`config.mk`:
```
export PLATFORM = sky130hd
export DESIGN_NAME = alu_operand_entry
export DESIGN_NICKNAME = d
export VERILOG_FILES = /design/src/rtl/cpu_types_pkg.sv /design/src/rtl/key_debounce.sv /design/src/rtl/alu_operand_entry.sv
export SDC_FILE = /design/constraint.sdc
export NUM_CORES = 1
export LEC_CHECK = 0
export ABC_CLOCK_PERIOD_IN_PS = 4700
export CAP_MARGIN = 0
export CORE_MARGIN = 2
export CORE_UTILIZATION = 23
export CTS_BUF_LIST = sky130_fd_sc_hd__clkbuf_8
export CTS_CLUSTER_SIZE = 8
export DETAILED_ROUTE_END_ITERATION = 12
export SLEW_MARGIN = 20
export SYNTH_ARGS = -nofsm -noshare
export SYNTH_HDL_FRONTEND = slang
export SYNTH_SLANG_ARGS = --single-unit
```
`constraint.sdc`:
```
create_clock -name CLOCK_50 -period 4.7 [get_ports CLOCK_50]
set_input_delay 0.705 -clock CLOCK_50 [delete_from_list [all_inputs] [get_ports CLOCK_50]]
set_output_delay 0.705 -clock CLOCK_50 [all_outputs]
set_load 0.05 [all_outputs]
```
`src/rtl/cpu_types_pkg.sv`:
```
// Shared CPU datapath types plus the operand-entry FSM encoding and key indices.
package cpu_types_pkg;

    typedef logic [31:0] word_t;
    typedef logic [3:0]  aluop_t;

    // Operand entry walk: low/high halves of A and B, op select, then offer.
    typedef enum logic [2:0] {
        A_LO  = 3'd0,
        A_HI  = 3'd1,
        B_LO  = 3'd2,
        B_HI  = 3'd3,
        OPSEL = 3'd4,
        ISSUE = 3'd5
    } entry_state_t;

    localparam int KEY_ENTER = 0;
    localparam int KEY_BACK  = 1;
    localparam int KEY_CLEAR = 2;
    localparam int KEY_SEXT  = 3;

    // Sign-extend a 16-bit switch value to a full operand word.
    function automatic word_t sext16(input logic sign, input logic [15:0] lo);
        return {{16{sign}}, lo};
    endfunction

endpackage

```
`src/rtl/key_debounce.sv`:
```
// One pushbutton: 2-flop synchronizer, stability counter and a registered
// one-cycle press pulse on a debounced 1->0 (active-low press) transition.
module key_debounce #(
    parameter int DEBOUNCE_CYCLES = 500000
) (
    input  logic clk,
    input  logic rst,
    input  logic key_raw,
    output logic press
);

    localparam int CW = $clog2(DEBOUNCE_CYCLES + 1);
    localparam logic [CW-1:0] CNT_LAST = CW'(DEBOUNCE_CYCLES - 1);

    logic [1:0]    sync_q;
    logic          stable_q;
    logic [CW-1:0] cnt_q;
    logic          press_q;

    // Bring the asynchronous key into the clock domain; idle level is released (1).
    always_ff @(posedge clk or posedge rst) begin
        if (rst) sync_q <= 2'b11;
        else     sync_q <= {sync_q[0], key_raw};
    end

    // Count consecutive cycles of disagreement; accept the new level after
    // DEBOUNCE_CYCLES of them and flag a press only on the falling change.
    always_ff @(posedge clk or posedge rst) begin
        if (rst) begin
            stable_q <= 1'b1;
            cnt_q    <= '0;
            press_q  <= 1'b0;
        end else begin
            press_q <= 1'b0;
            if (sync_q[1] == stable_q) begin
                cnt_q <= '0;
            end else if (cnt_q == CNT_LAST) begin
                stable_q <= sync_q[1];
                cnt_q    <= '0;
                press_q  <= stable_q;
            end else begin
                cnt_q <= cnt_q + CW'(1);
            end
        end
    end

    assign press = press_q;

endmodule

```
`src/rtl/alu_operand_entry.sv`:
```
// Operand entry front end: debounced DE2 keys walk an FSM that assembles
// portA/portB from switch halves and an aluop, then offers them to the ALU.
//
// Handshake: op_valid is driven purely from state (never from op_ready).
// While op_valid=1, portA/portB/aluop are held constant. A transfer happens
// on the rising edge where op_valid & op_ready are both 1; op_valid drops on
// the following cycle. op_ready while op_valid=0 has no effect.
module alu_operand_entry
    import cpu_types_pkg::*;
#(
    parameter int DEBOUNCE_CYCLES = 500000
) (
    input  logic         CLOCK_50,
    input  logic         RST,
    input  logic [3:0]   KEY,
    input  logic [17:0]  SW,
    output word_t        portA,
    output word_t        portB,
    output aluop_t       aluop,
    output logic         op_valid,
    input  logic         op_ready,
    output entry_state_t entry_state
);

    entry_state_t state_q;
    entry_state_t state_nxt;
    logic [3:0]   press;

    logic clr_regs;
    logic wr_a_lo, wr_a_hi, wr_b_lo, wr_b_hi;
    logic wr_a_full, wr_b_full, wr_op;

    logic unused_sw;
    assign unused_sw = SW[17];

    for (genvar k = 0; k < 4; k++) begin : g_key
        key_debounce #(
            .DEBOUNCE_CYCLES(DEBOUNCE_CYCLES)
        ) u_debounce (
            .clk     (CLOCK_50),
            .rst     (RST),
            .key_raw (KEY[k]),
            .press   (press[k])
        );
    end

    // State register.
    always_ff @(posedge CLOCK_50 or posedge RST) begin
        if (RST) state_q <= A_LO;
        else     state_q <= state_nxt;
    end

    // Next state: ISSUE only leaves on a handshake; elsewhere one key action
    // is taken with priority clear > back > enter > sext.
    always_comb begin
        state_nxt = state_q;
        if (state_q == ISSUE) begin
            if (op_ready) state_nxt = A_LO;
        end else if (press[KEY_CLEAR]) begin
            state_nxt = A_LO;
        end else if (press[KEY_BACK]) begin
            case (state_q)
                A_HI:    state_nxt = A_LO;
                B_LO:    state_nxt = A_HI;
                B_HI:    state_nxt = B_LO;
                OPSEL:   state_nxt = B_HI;
                default: state_nxt = A_LO;
            endcase
        end else if (press[KEY_ENTER]) begin
            case (state_q)
                A_LO:    state_nxt = A_HI;
                A_HI:    state_nxt = B_LO;
                B_LO:    state_nxt = B_HI;
                B_HI:    state_nxt = OPSEL;
                OPSEL:   state_nxt = ISSUE;
                default: state_nxt = state_q;
            endcase
        end else if (press[KEY_SEXT]) begin
            case (state_q)
                A_LO:    state_nxt = B_LO;
                B_LO:    state_nxt = OPSEL;
                default: state_nxt = state_q;
            endcase
        end
    end

    // Outputs and datapath write strobes, decoded from the current state and
    // the same key priority as the next-state logic.
    always_comb begin
        op_valid    = (state_q == ISSUE);
        entry_state = state_q;
        clr_regs    = 1'b0;
        wr_a_lo     = 1'b0;
        wr_a_hi     = 1'b0;
        wr_b_lo     = 1'b0;
        wr_b_hi     = 1'b0;
        wr_a_full   = 1'b0;
        wr_b_full   = 1'b0;
        wr_op       = 1'b0;
        if (state_q != ISSUE) begin
            if (press[KEY_CLEAR]) begin
                clr_regs = 1'b1;
            end else if (press[KEY_BACK]) begin
                clr_regs = 1'b0;
            end else if (press[KEY_ENTER]) begin
                case (state_q)
                    A_LO:    wr_a_lo = 1'b1;
                    A_HI:    wr_a_hi = 1'b1;
                    B_LO:    wr_b_lo = 1'b1;
                    B_HI:    wr_b_hi = 1'b1;
                    OPSEL:   wr_op   = 1'b1;
                    default: wr_op   = 1'b0;
                endcase
            end else if (press[KEY_SEXT]) begin
                wr_a_full = (state_q == A_LO);
                wr_b_full = (state_q == B_LO);
            end
        end
    end

    // Operand registers: half-word writes touch only their half; sext loads the word.
    always_ff @(posedge CLOCK_50 or posedge RST) begin
        if (RST) begin
            portA <= '0;
            portB <= '0;
            aluop <= '0;
        end else if (clr_regs) begin
            portA <= '0;
            portB <= '0;
            aluop <= '0;
        end else begin
            if (wr_a_lo)   portA[15:0]  <= SW[15:0];
            if (wr_a_hi)   portA[31:16] <= SW[15:0];
            if (wr_b_lo)   portB[15:0]  <= SW[15:0];
            if (wr_b_hi)   portB[31:16] <= SW[15:0];
            if (wr_a_full) portA        <= sext16(SW[16], SW[15:0]);
            if (wr_b_full) portB        <= sext16(SW[16], SW[15:0]);
            if (wr_op)     aluop        <= SW[3:0];
        end
    end

endmodule

```
==> results of run 1 <==
## metal layers
layer | global-route usage | wire length [µm]
met1 | 0.152 | 8830
met2 | 0.179 | 8840
met3 | 0.0242 | 688
met4 | 0.0311 | 200
met5 | 0 | 0
## final timing paths
path / startpoint / to / slack (ns) / depth (start not counted)
hold reg to reg: g_key[3].u_debounce.sync_q[0] / g_key[3].u_debounce.sync_q[1] / 0.36 / 0
max in group asynchronous: RST / portB[8] / 3.19 / 3
setup / recovery: entry_state[0] / op_valid / 1.52 / 3
setup reg to reg: entry_state[2] / portA[27] / 2.37 / 4
min in group asynchronous: RST / g_key[1].u_debounce.cnt_q[7] / 0.89 / 3
hold / removal: g_key[3].u_debounce.sync_q[0] / g_key[3].u_debounce.sync_q[1] / 0.36 / 0
## state kept, by name, summed over array words and instances, names as in the netlist
signal,count
aluop,4
portB,32
g_key.u_debounce.press,4
entry_state,3
portA,32
g_key.u_debounce.sync_q,8
g_key.u_debounce.cnt_q,76
g_key.u_debounce.stable_q,4
## cell type report
cell class,count,area (µm²)
Sequential cell,163,4090
Clock buffer,19,262
Fill cell,3426,23000
Clock inverter,13,148
Inverter,44,169
Multi-Input combinational cell,487,3130
Timing Repair Buffer,106,1050
Tap cell,442,553
## Yosys cell counts, drive strengths merged (2+ instances only)
library cell / number / area share
nand3b: 3 / 0.0030
nand4: 19 / 0.017
nor2b: 4 / 0.0033
nor4: 18 / 0.015
nor3: 10 / 0.0073
nor2: 70 / 0.035
xor2: 23 / 0.027
nand2: 52 / 0.026
dfrtp: 151 / 0.50
a22oi: 2 / 0.0020
ha: 4 / 0.0067
or3: 13 / 0.011
a21oi: 26 / 0.017
xnor2: 30 / 0.035
nand3: 31 / 0.021
and3: 2 / 0.0017
clkbuf: 17 / 0.0085
buf: 12 / 0.0083
mux2i: 22 / 0.029
nor3b: 6 / 0.0060
a22o: 18 / 0.021
a32o: 2 / 0.0027
mux2: 4 / 0.0060
inv: 44 / 0.022
and2: 8 / 0.0067
o41ai: 2 / 0.0023
and3b: 4 / 0.0047
nor4bb: 3 / 0.0040
o21ai: 45 / 0.030
o31ai: 13 / 0.017
o21bai: 2 / 0.0020
o22ai: 3 / 0.0025
and4: 9 / 0.010
or4: 11 / 0.011
a221o: 16 / 0.021
dfstp: 12 / 0.042
or2: 3 / 0.0025
## power by group through the flow
stage / clock [W] / sequential [W] / combinational (W)
floorplan: 0 / 0.00146 / 0.0000513
global placement: 0 / 0.00146 / 0.000110
detailed placement: 0 / 0.00146 / 0.000111
CTS: 0.00111 / 0.00143 / 0.000111
global route: 0.00117 / 0.00143 / 0.000121
finish: 0.00106 / 0.00143 / 0.000108
## through the flow
step / setup WS (ns) / cell area [µm²] / instances / util
floorplan: 1.93 / 7520 / 723 / -
global placement: 1.99 / 8990 / 1242 / 0.278
detailed placement: 1.97 / 9000 / 1242 / 0.278
CTS: 1.46 / 9410 / 1274 / 0.291
global route: 1.35 / 9410 / 1274 / 0.291
finish: 1.52 / 9410 / 1274 / 0.291
## kinds of logic (layout without fill, tap and decap cells)
kind of cell,after synthesis,in the layout,synth area share
multiplexers,26,26,0.0353
AND/OR/NAND/NOR,272,272,0.192
adder cells (fa/ha/maj),4,4,0.00666
flip-flops,163,163,0.545
AO/OA/AOI/OAI,132,132,0.121
buffers and inverters,73,182,0.0388
XOR/XNOR,53,53,0.0617
==> results_dict.tcl, run 1 <==
set metrics [dict create \
    status "completed" \
    wl_per_cell_um 14.6 \
    finalMaxSlewViolations 0 \
    vias 5707 \
    end_kind "output port" \
    ys_warn_count 0 \
    clock_path_buffers 2 \
    route.detailed.drc 0 \
    cp_cell_sequence "nand3b_1, inv_1, clkdlybuf4s50_1" \
    crit_required_ns 3.99 \
    clockPowerShare 0.408 \
    coreArea_um2 32400 \
    antenna_found_initial 0 \
    hp-class "reg2reg" \
    setup.worst_path.class "reg2out" \
    dr.pass1.iters 5 \
    root_buffer "clkbuf_8" \
    start_util 0.232 \
    power_w 0.00260 \
    htreeDepth 4 \
    die_w_um 185 \
    cp_num_buf_inv 2 \
    insertedDiodeCount 0 \
    ys_types 53 \
    fin_crit_sh 0.677 \
    skew_ns 0.0170 \
    grt_pass1_wl_um 30400 \
    hold_viol 0 \
    drt_iter0_markers 357 \
    synth-edff-count 0 \
    sw_frac_of_total 0.244 \
    gp_congestion 0.775 \
    grt_overflow 0 \
    syn_inst 723 \
    post_cts_buffers 0 \
    cts_resized 0 \
    fin_tns_setup_ns 0 \
    ys_seq_elements 163 \
    critPathLaunchType "flop" \
    cp_max_fo 22 \
    ant_nets 0 \
    p_leak_nw 3.89 \
    postSynthAreaPerCell_um2 10.4 \
    holdWs_ns 0.359 \
    top_level_ports 97 \
    rsz0062_at_grt "false" \
    cts.clk_slew.worst_paths_ns 0.09 \
    period_minus_slack_ns 3.18 \
    layout_commonest_cell "dfrtp_1" \
    crit_path_max_incr_delay_ns 0.82 \
    final_cell_mix "dfrtp_1 (151), clkdlybuf4s50_1 (95), nor2_1 (70)" \
    via_per_inst 4.48 \
    wl_um 18600 \
    seq_area_frac_synth 0.545 \
    combPwrFrac 0.042 \
    peakVddDrop_mv 0.126 \
    synth_nets 752 \
    critical_path_arrival_ns 2.48 \
    holdBufCountCts 0 \
    async_flop_share 1.00 \
    nNetsFinal 848 \
    syn2layout_area_growth_pct 25.1 \
    row_count 66 \
    cts_tree "built" \
    track_usage 0.112 \
    p_switching_w 0.000634 \
    hpwl_um 12700 \
    max_cap_violations 0 \
    clkSinkCount 163 \
    clk_latency_ns 0.44 \
    synth_flop_cell "dfrtp_1" \
    cts_buffers 17 \
    grt_max_degree 164 \
    power_frac_seq 0.550 \
    grt_pass1_vias 5680 \
    pwr_density_cell_nw_per_um2 276 \
    drive_above_1_share 0.0841 \
    maxSlewHeadroom 0.359 \
    fmax_mhz 314 \
    synth_area_um2 7520 \
    crit_path_top_delay_cell "clkdlybuf4s50_1" \
    cp_top_family "buffers and inverters" \
    setup_viol_count_final 0 \
    worst_pin_slew_ns 0.958 \
    numPortBuffers 95 \
    fp.dieArea_um2 34200 \
    die_y_um 185 \
    intPower_w 0.00196 \
]
Power figures use the tool's default switching activity.
==> run 2: changes to the inputs <==
--- a/config.mk
+++ b/config.mk
@@ -5,7 +5,7 @@
 export SDC_FILE = /design/constraint.sdc
 export NUM_CORES = 1
 export LEC_CHECK = 0
-export ABC_CLOCK_PERIOD_IN_PS = 4700
+export ABC_CLOCK_PERIOD_IN_PS = 3200
 export CAP_MARGIN = 0
 export CORE_MARGIN = 2
 export CORE_UTILIZATION = 23
==> constraint.sdc (replaced) <==
create_clock -name CLOCK_50 -period 3.2 [get_ports CLOCK_50]
set_input_delay 0.48 -clock CLOCK_50 [delete_from_list [all_inputs] [get_ports CLOCK_50]]
set_output_delay 0.48 -clock CLOCK_50 [all_outputs]
set_load 0.05 [all_outputs]
==> run 2 against run 1 <==
Compared with the run above:
- first-iteration DRC count increased by 26%
- clock power up 55%
- sequential power is 47% higher
- via count rose by 0.19%
- register-to-register slack got worse by 1.4 ns
- critical path depth unchanged
- largest power group unchanged
==> results_dict.tcl, run 2 (synthesis gave the netlist of run 1 again) <==
set metrics [dict create \
    setup.worst_path.class "reg2out" \
    end_kind "output port" \
    nNetsFinal 852 \
    use_met3 0.0262 \
    insertedDiodeCount 0 \
    pwr_density_cell_nw_per_um2 412 \
    gp_congestion 0.780 \
    critPathLaunchType "flop" \
    dr.pass1.iters 4 \
    skew_ns 0.0186 \
    wl_per_cell_um 14.5 \
    via_per_inst 4.48 \
    hp-class "reg2reg" \
    ant_nets 0 \
    dp_slack_ns 0.934 \
    status "completed" \
    cts_buffers 17 \
    holdBufCountCts 0 \
    row_count 66 \
    period_minus_slack_ns 2.73 \
    fin_crit_sh 0.854 \
    coreArea_um2 32400 \
    root_buffer "clkbuf_8" \
    hpwl_um 12500 \
    htreeDepth 4 \
    hold_viol 0 \
    crit_required_ns 2.72 \
    cts_tree "built" \
    die_w_um 185 \
    start_util 0.232 \
    placed_area_um2 9020 \
    grt_max_degree 164 \
    top_regs "g_key.u_debounce.cnt_q: 76 flops, portA: 32 flops, portB: 32 flops" \
    antenna_found_initial 0 \
    critical_path_arrival_ns 2.25 \
    grt_pass1_wl_um 30000 \
    grt_overflow 0 \
    top_level_ports 97 \
    fp.dieArea_um2 34200 \
    setup_viol_count_final 0 \
    fin_tns_setup_ns 0 \
    drt_iter0_markers 450 \
    wl_um 18500 \
    route.detailed.drc 0 \
    clkSinkCount 163 \
    power_w 0.00389 \
    post_cts_buffers 0 \
    maxSlewHeadroom 0.410 \
    finalWorstSetupSlack_ns 0.466 \
    max_cap_violations 0 \
    track_usage 0.111 \
    clock_path_buffers 2 \
    clk_latency_ns 0.46 \
    top_usage_layer "met2" \
    met2_usage 0.179 \
    cts_resized 0 \
    rsz0062_at_grt "false" \
    worst_pin_slew_ns 0.885 \
    top_register "g_key.u_debounce.cnt_q" \
    largest_reg_flops 76 \
    cp_max_fo 16 \
    final_cell_mix "dfrtp_1 (151), clkdlybuf4s50_1 (95), nor2_1 (70)" \
    cts.clk_slew.worst_paths_ns 0.09 \
    vias 5718 \
    grt_pass1_vias 5537 \
    grtUsageMet1 0.148 \
    die_y_um 185 \
    finalMaxSlewViolations 0 \
    syn2layout_area_growth_pct 25.6 \
    fin_util 0.292 \
    numPortBuffers 95 \
    peakVddDrop_mv 0.225 \
    layout_commonest_cell "dfrtp_1" \
    p_leak_nw 3.92 \
    finish.instance_area_um2 9450 \
    drive_above_1_share 0.0862 \
    fmax_mhz 366 \
]
run 2: where the power goes:
| part | leakage (nW) | total [W] | switching [W] | internal (W) |
|---|---|---|---|---|
| clock | 0.209 | 0.00164 | 0.000830 | 0.000806 |
| combinational | 1.66 | 0.000158 | 0.000105 | 0.0000535 |
| sequential | 2.05 | 0.00210 | 0.0000173 | 0.00208 |
run 2: final cells by class:
class | count | area, µm²
Fill cell | 3389 | 22900
Inverter | 44 | 169
Tap cell | 442 | 553
Clock buffer | 18 | 248
Timing Repair Buffer | 110 | 1080
Sequential cell | 163 | 4090
Clock inverter | 13 | 174
Multi-Input combinational cell | 487 | 3130
run 2: layer usage:
metal / vias to the layer above / share of wire
met3: 16 / 0.034
met5: - / 0
met4: 0 / 0.018
met2: 85 / 0.47
li1: 2785 / -
met1: 2832 / 0.48
run 2: worst paths after layout:
| check | startpoint | endpoint | slack [ns] | depth (start not counted) |
|---|---|---|---|---|
| max in group asynchronous | RST | portB[11] | 1.94 | 3 |
| setup reg to reg | g_key[0].u_debounce.press | portA[3] | 0.97 | 5 |
| hold / removal | g_key[2].u_debounce.sync_q[0] | g_key[2].u_debounce.sync_q[1] | 0.36 | 0 |
| hold reg to reg | g_key[2].u_debounce.sync_q[0] | g_key[2].u_debounce.sync_q[1] | 0.36 | 0 |
| min in group asynchronous | RST | g_key[1].u_debounce.cnt_q[9] | 0.61 | 3 |
| setup / recovery | entry_state[1] | op_valid | 0.47 | 3 |
run 2: critical path, cell delays in order (launching register included):
cell and delay [ns]:
dfrtp_1 0.54, nand3b_1 0.29, inv_1 0.15, clkdlybuf4s50_1 0.82
run 2: through the flow:
step,cells,hold slack (ns)
finish,1277,0.361
global route,1277,0.364
CTS,1277,0.363
global placement,1246,0.346
floorplan,723,0.345
detailed placement,1246,0.347
==> edit 1: new RTL, config.mk and constraints of run 1 <==
Register the inputs `KEY` and `SW` before use, without a reset. The logic sees them one clock later. The other inputs are not delayed to match.
--- a/src/rtl/alu_operand_entry.sv
+++ b/src/rtl/alu_operand_entry.sv
@@ -23,4 +23,12 @@
 );
 
+    logic [3:0] KEY_q;
+    logic [17:0] SW_q;
+
+    always_ff @(posedge CLOCK_50) begin
+        KEY_q <= KEY;
+        SW_q  <= SW;
+    end
+
     entry_state_t state_q;
     entry_state_t state_nxt;
@@ -32,5 +40,5 @@
 
     logic unused_sw;
-    assign unused_sw = SW[17];
+    assign unused_sw = SW_q[17];
 
     for (genvar k = 0; k < 4; k++) begin : g_key
@@ -40,5 +48,5 @@
             .clk     (CLOCK_50),
             .rst     (RST),
-            .key_raw (KEY[k]),
+            .key_raw (KEY_q[k]),
             .press   (press[k])
         );
@@ -130,11 +138,11 @@
             aluop <= '0;
         end else begin
-            if (wr_a_lo)   portA[15:0]  <= SW[15:0];
-            if (wr_a_hi)   portA[31:16] <= SW[15:0];
-            if (wr_b_lo)   portB[15:0]  <= SW[15:0];
-            if (wr_b_hi)   portB[31:16] <= SW[15:0];
-            if (wr_a_full) portA        <= sext16(SW[16], SW[15:0]);
-            if (wr_b_full) portB        <= sext16(SW[16], SW[15:0]);
-            if (wr_op)     aluop        <= SW[3:0];
+            if (wr_a_lo)   portA[15:0]  <= SW_q[15:0];
+            if (wr_a_hi)   portA[31:16] <= SW_q[15:0];
+            if (wr_b_lo)   portB[15:0]  <= SW_q[15:0];
+            if (wr_b_hi)   portB[31:16] <= SW_q[15:0];
+            if (wr_a_full) portA        <= sext16(SW_q[16], SW_q[15:0]);
+            if (wr_b_full) portB        <= sext16(SW_q[16], SW_q[15:0]);
+            if (wr_op)     aluop        <= SW_q[3:0];
         end
     end
Behaviour: same outputs for any inputs over 10 cycles, from zero or initial values and one cycle with RST high; that may be too few to reach the edited logic, so the function may still have changed.
==> edit 1 against run 1 <==
  * Global-route usage fell by 0.068 points
  * Register-to-register slack improved by 0.10 ns
  * Routed wire length rose by 2.8%
  * Power rose by 8.2%
  * Area after synthesis rose by 4.7%
  * Setup slack got worse by 0.023 ns
  * Final area rose by 3.7%
  * Die area rose by 4.6%
  * Sequential cell count rose by 21
  * Largest cell class unchanged
  * Largest power group unchanged
  * Highest routed layer unchanged
==> edit 1: results (changes against run 1) <==
n_clock_buffer: 18  # -1
die_area_um2: 35700  # +4.6%
hpwl_um: 13400  # +5.6%
r2r_end: "portB[26]$_DFFE_PP0P_"
synth.avg_cell_area_um2: 10.9  # +5.1%
drive_above_1_share: 0.0920  # +0.00788
fillers: 3462  # +1.1%
synth.distinct_cells: 56  # +5.7%
ir_drop_v: 0.000140  # +12%
finalInstanceArea_um2: 9760  # +3.7%
power_leakage_nw: 4.01  # +3.1%
grt_max_degree: 69  # -58%
register_area_um2: 4510  # +10%
cp.arrival_ns: 2.50  # +0.02 ns
hold_start: "KEY_q[0]$_DFF_P_"
insertion_delay_ns: 0.48  # +0.04 ns
nMultiInputCombCells: 493  # +1.2%
muxShareOfSynthArea: 0.0540  # +0.0188
regToRegSetupSlack_ns: 2.47  # +0.10 ns
ys_top_cells_by_area: "dfrtp_1 48%, dfxtp_1 5.3%, mux2i_1 4.8%, dfstp_2 4.0%, nor2_1 3.9%"
worstPathMaxFanout: 18  # -18%
whs_ns: 0.303  # -0.0561 ns
vias: 5674  # -0.58%
synth_compound_area_frac: 0.0885  # -0.0321
r2r_start: "entry_state[1]$_DFFE_PP0P_"
skew_ns: 0.0206  # +0.00361 ns
buffer_area_frac: 0.108  # -0.00348
gp_congestion: 0.791  # +2.1%
outcome: "finished clean"
synth-adder-area-share: 0.00636  # -0.000299
synth_nets: 749  # -0.40%
clk_share: 0.0412  # -0.00233
ys_ff_latch: 184  # +13%
slowest_delay_ns: 0.87  # +0.05 ns
buffers: 105  # -0.94%
async_reset_ff_frac: 0.886  # -0.114
dr.pass1.iters: 4  # -1
yosysSeqAreaShare: 0.573  # +0.0289
drt-initial-drc-count: 306  # -14%
track_usage: 0.111  # -0.000678
grtUsageMet2: 0.172  # -0.00774
synth_xor_area_frac: 0.0590  # -0.00278
grt_first_pass_wirelength_um: 31500  # +3.6%
ys_top_cells_by_count: "151 x dfrtp_1, 81 x nor2_1, 74 x nand2_1"
inv_count: 12  # -73%
-- edit 1: worst max-delay path by stage --
stage                           to  cells after the start  slack (ns)                  startpoint
after floorplan           op_valid                      3        1.86  entry_state[0]$_DFFE_PP0P_
after global placement    op_valid                      3        2.03  entry_state[2]$_DFFE_PP0P_
after detailed placement  op_valid                      3        1.99  entry_state[2]$_DFFE_PP0P_
after CTS                 op_valid                      3        1.44  entry_state[0]$_DFFE_PP0P_
after global routing      op_valid                      3        1.32  entry_state[0]$_DFFE_PP0P_
final                     op_valid                      3        1.49  entry_state[0]$_DFFE_PP0P_
-- edit 1: power by group --
part	switching, W	total [W]	internal [W]	leakage (nW)
combinational	0.0000554	0.0000905	0.0000350	1.41
sequential	0.0000237	0.00163	0.00160	2.40
clock	0.000635	0.00109	0.000458	0.208
-- edit 1: worst max-delay path, delay by kind of cell, from the launching register on --
kind / cells / cell delay (ns)
buf+inv: 2 / 1.02
flops: 1 / 0.69
simple gates: 1 / 0.32
==> edit 2: new RTL, flow settings as in run 1 <==
Without the edit above. `DEBOUNCE_CYCLES` is set to 500000 in 2 places; all go to 250000.
--- a/src/rtl/key_debounce.sv
+++ b/src/rtl/key_debounce.sv
@@ -2,5 +2,5 @@
 // one-cycle press pulse on a debounced 1->0 (active-low press) transition.
 module key_debounce #(
-    parameter int DEBOUNCE_CYCLES = 500000
+    parameter int DEBOUNCE_CYCLES = 250000
 ) (
     input  logic clk,
--- a/src/rtl/alu_operand_entry.sv
+++ b/src/rtl/alu_operand_entry.sv
@@ -9,5 +9,5 @@
     import cpu_types_pkg::*;
 #(
-    parameter int DEBOUNCE_CYCLES = 500000
+    parameter int DEBOUNCE_CYCLES = 250000
 ) (
     input  logic         CLOCK_50,
Formal check against the unedited RTL: no difference found for any inputs over 10 cycles, from zero or initial values and one cycle with RST high; that may be too few to reach the edited logic, so the function may still have changed.
==> edit 2 against run 1 <==
  * Non-clock buffer count is 7 lower
  * Count of clock-buffer cells in the layout fell by 1
  * Area after synthesis is 3.8% lower
  * Setup slack improved by 0.0089 ns
  * Routed wire length decreased by 7.5%
  * Sequential cell count down 4
  * Core utilization increased by 0.36 points
  * Final area fell by 3.8%
Power is not compared: it rests on default switching activity, and its combinational part moved more than twofold at a synthesized area within 25%.
==> edit 2: results (changes against run 1) <==
outcome: "finished clean"
slowest_delay_ns: 0.85  # +0.03 ns
synth_nets: 673  # -11%
synth.distinct_cells: 58  # +9.4%
final_core_utilization: 0.294  # +0.00356
ys_ff_latch: 159  # -2.5%
buffer_area_frac: 0.110  # -0.00136
antenna_found_initial: 1  # +1
synth-adder-area-share: 0.00692  # +0.000261
inv_count: 15  # -66%
muxShareOfSynthArea: 0.0164  # -0.0189
r2r_start: "g_key[2].u_debounce.press$_DFF_PP0_"
dr_wl_met3_um: 565  # -18%
gp_congestion: 0.762  # -1.7%
synth_compound_area_frac: 0.128  # +0.00733
seqAreaFraction: 0.442  # +0.00634
worstMarginPinSlew_ns: 1.03  # +0.0702 ns
drt-initial-drc-count: 260  # -27%
whs_ns: 0.354  # -0.00434 ns
grt_first_pass_wirelength_um: 28400  # -6.8%
grtUsageMet2: 0.171  # -0.00890
wl_met1_um: 8260  # -6.5%
use_met3: 0.0240  # -0.000197
drive_above_1_share: 0.0948  # +0.0107
core_area_um2: 30700  # -5.0%
slowest_stage: "dfrtp_1"
fin_nets: 765  # -9.8%
fin_crit_sh: 0.676  # -0.00188
synth.avg_cell_area_um2: 11.2  # +8.0%
hp-class: "reg2reg"
worstPathMaxFanout: 21  # -4.5%
startpoint: "entry_state[2]$_DFFE_PP0P_"
vias: 5330  # -6.6%
fillers: 3173  # -7.4%
buffers: 99  # -6.6%
synth_xor_area_frac: 0.0751  # +0.0133
reg_top3: "g_key.u_debounce.cnt_q (72), portA (32), portB (32)"
ys_top_cells_by_area: "dfrtp_1 51%, xnor2_1 5.7%, nor2_1 5.2%, dfstp_2 4.4%, a22o_1 4.1%"
power.internal_w: 0.00204
nMultiInputCombCells: 444  # -8.8%
diodes: 1  # +1
placed_area_um2: 8610  # -4.3%
grt_max_degree: 160  # -2.4%
n_clock_buffer: 18  # -1
routed-wl-met2_um: 8120  # -8.2%
track_usage: 0.107  # -0.00484
hpwl_um: 11700  # -7.6%
pre_cts_slack_ns: 1.97  # +0.00638 ns
clk_share: 0.0472  # +0.00368
regToRegSetupSlack_ns: 2.24  # -0.13 ns
routed_wl_um: 17200  # -7.5%
yosysSeqAreaShare: 0.552  # +0.00754
ys_top_cells_by_count: "147 x dfrtp_1, 101 x nor2_1, 47 x xnor2_1"
skew_ns: 0.0142  # -0.00279 ns
cts_setup_buffers: 0  # unchanged
cts_root_buf: "clkbuf_8"
post_drt_via_cell_ratio: 4.65  # +3.8%
dp.cells: 1113  # -10%
r2r_end: "portA[22]$_DFFE_PP0P_"
[edit 2: cell types whose count changed after synthesis, moves of 10 or more]
cell	run 1	this run
a22o_1	18	34
mux2i_1	22	7
nor4_1	18	30
xnor2_1	30	47
o21ai_0	45	4
nand2_1	52	20
or3_1	13	3
o2bb2ai_1	0	19
a21oi_1	26	10
nor2_1	70	101
inv_1	44	15
[edit 2: power by group through the flow]
| stage | registers [W] | clock network [W] | logic (W) |
|---|---|---|---|
| after detailed placement | 0.00146 | 0 | 0.000277 |
| after global routing | 0.00145 | 0.00118 | 0.000296 |
| after floorplan | 0.00148 | 0 | 0.000166 |
| after CTS | 0.00144 | 0.00112 | 0.000278 |
| after global placement | 0.00146 | 0 | 0.000277 |
| final | 0.00144 | 0.00109 | 0.000273 |
[edit 2: worst register-to-register path, stage by stage (launching register included)]
cell and delay, ns:
dfrtp_1 0.58, or4b_1 0.73, nor4_4 0.79, nor2_1 0.11, o2bb2ai_1 0.17
